**config.mk**
```make
export PLATFORM = sky130hd
export DESIGN_NAME = uart_tx
export DESIGN_NICKNAME = d
export VERILOG_FILES = /design/src/rtl/uart_pkg.sv /design/src/rtl/uart_tx_baud_tick_gen.sv /design/src/rtl/uart_tx.sv
export SDC_FILE = /design/constraint.sdc
export NUM_CORES = 1
export LEC_CHECK = 0
export CORE_UTILIZATION = 65
export CTS_CLUSTER_DIAMETER = 100
export CTS_CLUSTER_SIZE = 30
export DETAILED_ROUTE_END_ITERATION = 6
export DONT_BUFFER_PORTS = 1
export MAX_ROUTING_LAYER = met4
export PLACE_DENSITY = 0.81
export SLEW_MARGIN = 15
export SYNTH_ARGS = -nofsm -noshare
export SYNTH_HDL_FRONTEND = slang
export SYNTH_SLANG_ARGS = --single-unit
```
**constraint.sdc**
```tcl
create_clock -name clk_board -period 5.9 [get_ports clk_board]
set_input_delay 0.59 -clock clk_board [delete_from_list [all_inputs] [get_ports clk_board]]
set_output_delay 0.59 -clock clk_board [all_outputs]
set_load 0.02 [all_outputs]
```
**src/rtl/uart_pkg.sv**
```systemverilog
// Shared UART definitions: frame geometry, tx FSM state encoding and baud divisor helper.
`timescale 1ns/1ps
package uart_pkg;

  localparam int unsigned TICKS_PER_BIT = 16;
  localparam int unsigned DATA_BITS     = 8;

  typedef logic [2:0] tx_state_t;

  localparam tx_state_t StIdle   = 3'd0;
  localparam tx_state_t StStart  = 3'd1;
  localparam tx_state_t StData   = 3'd2;
  localparam tx_state_t StParity = 3'd3;
  localparam tx_state_t StStop   = 3'd4;

  // Board cycles per 16x tick, truncated; never below 1 so the tick can always fire.
  function automatic int unsigned calc_div(input int unsigned board_freq,
                                           input int unsigned baud_rate);
    int unsigned div;
    if (baud_rate == 0) begin
      return 1;
    end
    div = board_freq / (TICKS_PER_BIT * baud_rate);
    return (div == 0) ? 1 : div;
  endfunction

endpackage

```
**src/rtl/uart_tx_baud_tick_gen.sv**
```systemverilog
// 16x oversampling tick generator; freezes with enable and can be restarted synchronously.
`timescale 1ns/1ps
module baud_tick_gen
  import uart_pkg::*;
#(
  parameter int unsigned board_freq = 50000000,
  parameter int unsigned baud_rate  = 9600
) (
  input  logic clk_board,
  input  logic reset,
  input  logic enable,
  input  logic restart,
  output logic tick,
  output logic tick_next
);

  localparam int unsigned Div     = calc_div(board_freq, baud_rate);
  localparam int unsigned CntW    = (Div > 1) ? $clog2(Div) : 1;
  localparam int unsigned NextIdx = (Div > 1) ? Div - 2 : 0;

  logic [CntW-1:0] cnt_q, cnt_d;

  assign tick = enable && (cnt_q == CntW'(Div - 1));
  // High when the following enabled cycle will carry a tick (Div=1 ticks every cycle).
  assign tick_next = enable && (cnt_q == CntW'(NextIdx));

  always_comb begin
    cnt_d = cnt_q;
    if (restart) begin
      cnt_d = '0;
    end else if (enable) begin
      cnt_d = (cnt_q == CntW'(Div - 1)) ? '0 : cnt_q + 1'b1;
    end
  end

  always_ff @(posedge clk_board or negedge reset) begin
    if (!reset) begin
      cnt_q <= '0;
    end else begin
      cnt_q <= cnt_d;
    end
  end

endmodule

```
**src/rtl/uart_tx.sv**
```systemverilog
// UART transmitter: one-deep holding register, LSB-first shifter, optional parity, idle-high line.
`timescale 1ns/1ps
module uart_tx
  import uart_pkg::*;
#(
  parameter int unsigned board_freq = 50000000,
  parameter int unsigned baud_rate  = 9600,
  parameter bit          parity_en  = 1'b0,
  parameter bit          parity_odd = 1'b0
) (
  input  logic                 clk_board,
  input  logic                 reset,
  input  logic                 enable,
  input  logic [DATA_BITS-1:0] data,
  input  logic                 load,
  output logic                 ready,
  output logic                 busy,
  output logic                 done,
  output logic                 error,
  output logic                 tx
);

  localparam int unsigned TickW = $clog2(TICKS_PER_BIT);
  localparam int unsigned BitW  = $clog2(DATA_BITS);

  tx_state_t            state_q, state_d;
  logic [DATA_BITS-1:0] shift_q, shift_d;
  logic [DATA_BITS-1:0] hold_q, hold_d;
  logic [BitW-1:0]      bit_cnt_q, bit_cnt_d;
  logic [TickW-1:0]     tick_cnt_q, tick_cnt_d;
  logic                 par_q, par_d;
  logic                 ready_q, ready_d;
  logic                 busy_q, busy_d;
  logic                 done_q, done_d;
  logic                 error_q, error_d;
  logic                 tx_q, tx_d;

  logic tick, tick_next, restart, take, accept, bit_end;

  baud_tick_gen #(
    .board_freq(board_freq),
    .baud_rate (baud_rate)
  ) u_tick (
    .clk_board(clk_board),
    .reset    (reset),
    .enable   (enable),
    .restart  (restart),
    .tick     (tick),
    .tick_next(tick_next)
  );

  assign accept  = load && ready_q;
  assign bit_end = tick && (tick_cnt_q == TickW'(TICKS_PER_BIT - 1));

  always_comb begin : p_fsm
    state_d    = state_q;
    shift_d    = shift_q;
    bit_cnt_d  = bit_cnt_q;
    tick_cnt_d = tick_cnt_q;
    par_d      = par_q;
    take       = 1'b0;
    restart    = 1'b0;
    if (enable) begin
      if (state_q != StIdle && tick) begin
        tick_cnt_d = bit_end ? '0 : tick_cnt_q + 1'b1;
      end
      case (state_q)
        StIdle: begin
          if (!ready_q) begin
            take       = 1'b1;
            restart    = 1'b1;
            tick_cnt_d = '0;
            state_d    = StStart;
          end
        end
        StStart: begin
          if (bit_end) begin
            state_d = StData;
          end
        end
        StData: begin
          if (bit_end) begin
            shift_d = {1'b0, shift_q[DATA_BITS-1:1]};
            if (bit_cnt_q == BitW'(DATA_BITS - 1)) begin
              state_d = parity_en ? StParity : StStop;
            end else begin
              bit_cnt_d = bit_cnt_q + 1'b1;
            end
          end
        end
        StParity: begin
          if (bit_end) begin
            state_d = StStop;
          end
        end
        StStop: begin
          if (bit_end) begin
            // A queued byte starts immediately so consecutive frames have no idle gap.
            if (!ready_q) begin
              take    = 1'b1;
              state_d = StStart;
            end else begin
              state_d = StIdle;
            end
          end
        end
        default: begin
          state_d = StIdle;
        end
      endcase
    end
    if (take) begin
      shift_d   = hold_q;
      par_d     = (^hold_q) ^ parity_odd;
      bit_cnt_d = '0;
    end
  end

  always_comb begin : p_out
    hold_d  = accept ? data : hold_q;
    ready_d = ready_q;
    if (accept) begin
      ready_d = 1'b0;
    end else if (take) begin
      ready_d = 1'b1;
    end
    error_d = load && !ready_q;
    busy_d  = (state_d != StIdle);
    // Registered done must lead the final stop tick by one cycle.
    done_d  = enable && (state_q == StStop) && tick_next &&
              (({1'b0, tick_cnt_q} + (TickW + 1)'(tick)) == (TickW + 1)'(TICKS_PER_BIT - 1));
    case (state_d)
      StStart:  tx_d = 1'b0;
      StData:   tx_d = shift_d[0];
      StParity: tx_d = par_d;
      default:  tx_d = 1'b1;
    endcase
  end

  always_ff @(posedge clk_board or negedge reset) begin
    if (!reset) begin
      state_q    <= StIdle;
      shift_q    <= '0;
      hold_q     <= '0;
      bit_cnt_q  <= '0;
      tick_cnt_q <= '0;
      par_q      <= 1'b0;
      ready_q    <= 1'b1;
      busy_q     <= 1'b0;
      done_q     <= 1'b0;
      error_q    <= 1'b0;
      tx_q       <= 1'b1;
    end else begin
      state_q    <= state_d;
      shift_q    <= shift_d;
      hold_q     <= hold_d;
      bit_cnt_q  <= bit_cnt_d;
      tick_cnt_q <= tick_cnt_d;
      par_q      <= par_d;
      ready_q    <= ready_d;
      busy_q     <= busy_d;
      done_q     <= done_d;
      error_q    <= error_d;
      tx_q       <= tx_d;
    end
  end

  assign ready = ready_q;
  assign busy  = busy_q;
  assign done  = done_q;
  assign error = error_q;
  assign tx    = tx_q;

endmodule

```
==> reports/metrics.yaml <==
synthesis:
  netlist_instances: 205
  ys.warnings.count: 0
  syn_avg_cell_area_um2: 10.7
  ys_ff_latch: 41
  async_flop_share_pct: 100
  seq_area_frac_synth_pct: 47.1
  syn_area_um2: 2180
  synth_nets: 224
  synth_edf_count: 0
  synth.distinct_cells: 46
  synth_flop_cell: "dfrtp_1"
cts:
  ctsResizeCount: 0
  ctsLongestPathBuffers: 2
  root_buffer: "clkbuf_4"
  clkTransAtPathRegs_ns: 0.13
  cts_inserted_buffers: 5
  cts_tree: "built"
  clkSinkCount: 41
  clk_latency_ns: 0.36
  htreeDepth: 2
route:
  top_layer: "met4"
  dr.pass1.iters: 4
  viasPerCell: 6.17
  routed_wl_mm: 4.10
  drt_iter0_drc: 126
  drc: 0
  routedWlPerCell_um: 16.5
  wl_met2_mm: 2.10
  ant_nets: 0
  vias: 1536
  wl_met1_mm: 1.75
  dr_wl_met3_um: 196
die:
  dieHeight_um: 60.0
  start_util_pct: 69.8
  rows: 20
  die_width_um: 60.0
  io_pins: 17
  fp.dieArea_um2: 3590
  core_um2: 3130
grt:
  grt_pass1_wl_mm: 6.92
  antenna_found_initial: 0
  grtUsageTotal_pct: 27.4
  grt_max_degree: 40
  globalRouteOverflowTotal: 0
  grt_pass1_vias: 1517
power_and_ir_drop:
  power.net_switching_mw: 0.155
  power.density_nw_per_um2: 256
  intPower_mw: 0.426
  p_leak_nw: 1.08
  seq_power_share_pct: 57.5
  ir_drop_uv: 185
  p_total_mw: 0.582
  clkPwrFrac_pct: 31.1
  switching_share_pct: 26.7
  combPwrFrac_pct: 11.4
place:
  place_area_um2: 2180
  post-place-ws_ns: 3.62
  dp_hpwl_mm: 2.91
  place.port_buffers: 0
  gp_congestion: 0.880
finish:
  fin_util_pct: 72.6
  syn2layout_area_growth_pct: 4.07
  final_nets: 223
  num_antenna_cells: 0
  layout-drive-gt1-share_pct: 12.7
  fill_cells: 245
  final_area_um2: 2270
critical_path:
  slowest_stage: "dfrtp_1"
  cp-end-kind: "flip-flop"
  crit_path_start_kind: "flip-flop"
  critPathBufInv: 2
  crit_family: "simple AND/OR/NAND/NOR gates"
  path_class: "flip-flop to flip-flop"
  arrival_ns: 2.60
  path_cells: "inv_1, ha_1, nor4bb_1, buf_4, and3_1, ha_1, ha_1, nand4b_1, nor3_1, nand3_1, nor4_1"
  cp_max_fo: 9
  cp.required_ns: 6.16
  max_stage_delay_ns: 0.41
  cpMostUsedCell: "ha_1"
timing:
  skew_ns: 0.0127
  setup_violations: 0
  finalHoldViolCount: 0
  setup_ws_ns: 3.56
  relSlewSlack_pct: 56.2
  tightest_slew_ns: 0.648
  setup_tns_ns: 0
  post-route-period-util_pct: 39.6
  report.final.slew_viol_count: 0
  fin_crit_ns: 2.34
  rsz0062_at_grt: "no"
  max_freq_mhz: 428
worst_hold_path:
  hold_class: "input port to async pin"
job:
  drv_cap: 0
run_status:
  status: "complete, no violations"
flip-flops by register name (all words and copies together), names as in the netlist:
| register | count |
|---|---|
| shift_q | 8 |
| hold_q | 8 |
| par_q | 1 |
| bit_cnt_q | 3 |
| tick_cnt_q | 4 |
| u_tick.cnt_q | 9 |
| tx | 1 |
| done | 1 |
| state_q | 3 |
| busy | 1 |
| ready | 1 |
| error | 1 |
worst paths after layout:
| kind | from | endpoint | slack (ns) | cells past startpoint |
|---|---|---|---|---|
| setup / recovery | u_tick.cnt_q[1]$_DFFE_PN0P_ | done$_DFF_PN0_ | 3.56 | 11 |
| hold / removal | reset | u_tick.cnt_q[8]$_DFFE_PN0P_ | 0.04 | 1 |
| setup reg to reg | u_tick.cnt_q[1]$_DFFE_PN0P_ | done$_DFF_PN0_ | 3.56 | 11 |
| hold reg to reg | bit_cnt_q[0]$_DFFE_PN0P_ | bit_cnt_q[0]$_DFFE_PN0P_ | 0.50 | 1 |
| max in group asynchronous | reset | hold_q[3]$_DFFE_PN0P_ | 5.65 | 1 |
| min in group clk_board | enable | u_tick.cnt_q[1]$_DFFE_PN0P_ | 0.31 | 1 |
worst register-to-register path: cells and delay by family, from the launching register on:
kind                     cells  cell delay [ns]
AND/OR/NAND/NOR              6             1.03
adder cells (fa/ha/maj)      3             0.47
buffers and inverters        2             0.32
flip-flops                   1             0.41
logic make-up after synthesis:
family | count (synthesis) | share of synthesized area (%)
AO/OA/AOI/OAI | 37 | 12.2
flip-flops | 41 | 47.1
adder cells (fa/ha/maj) | 7 | 4.01
multiplexers | 11 | 5.56
buffers and inverters | 20 | 5.10
XOR/XNOR | 16 | 6.42
AND/OR/NAND/NOR | 73 | 19.6
through the flow:
step	hold slack [ns]	std cells
floorplan	0.294	205
global placement	0.295	240
detailed placement	0.295	240
CTS	0.0464	249
global route	0.0359	249
finish	0.0438	249
metal layers:
layer  vias to the layer above  GRT usage, %
li1                        734             -
met1                       755          32.0
met2                        40          46.0
met3                         7          7.36
met4                         0          8.31
met5                         -             -
layout make-up:
cell class / instances / area (µm²) / area share [%]
well taps: 44 / 55.1 / 2.42
flip-flops and latches: 41 / 1030 / 45.3
repair buffers: 3 / 35.0 / 1.54
inverters: 9 / 33.8 / 1.49
multi-input cells: 144 / 1040 / 45.9
clock buffers: 6 / 41.3 / 1.82
clock inverters: 2 / 35.0 / 1.54
cell usage in the layout (no fill, tap or decap), types with 3 or more instances in the layout:
| cell | n |
|---|---|
| a21o_1 | 5 |
| a21oi_1 | 4 |
| a22o_1 | 7 |
| and4_1 | 3 |
| clkbuf_4 | 5 |
| dfrtp_1 | 39 |
| ha_1 | 7 |
| inv_1 | 9 |
| mux2_2 | 9 |
| nand2_1 | 18 |
| nand2b_1 | 4 |
| nand3_1 | 8 |
| nand4_1 | 5 |
| nor2_1 | 11 |
| nor3_1 | 5 |
| o21ai_0 | 8 |
| o31ai_1 | 4 |
| xnor2_1 | 10 |
| xor2_1 | 6 |
cells in the mapped netlist (6+ instances only):
cell type  instances  share of area (%)
nand3_1            8                1.8
inv_1              9                1.5
dfrtp_1           39                 45
nor2_1            11                1.9
nand2_1           18                3.1
xor2_1             6                2.4
xnor2_1           10                4.0
o21ai_0            8                1.8
ha_1               7                4.0
a22o_1             7                2.8
mux2_2             9                4.6
power by group through the flow:
stage	Sequential, mW	Combinational [mW]	Clock [mW]
floorplan	0.331	0.0523	0
global placement	0.338	0.0562	0
detailed placement	0.340	0.0606	0
CTS	0.334	0.0676	0.184
global route	0.338	0.0751	0.195
finish	0.335	0.0664	0.181
what timing repair did:
item | 4_1_cts | 5_1_grt
endpoints found under the hold margin | 39 | 0
hold buffers | 1 | 0
setup buffers | 0 | 0
No activity file was read; power rests on OpenSTA's default activity.
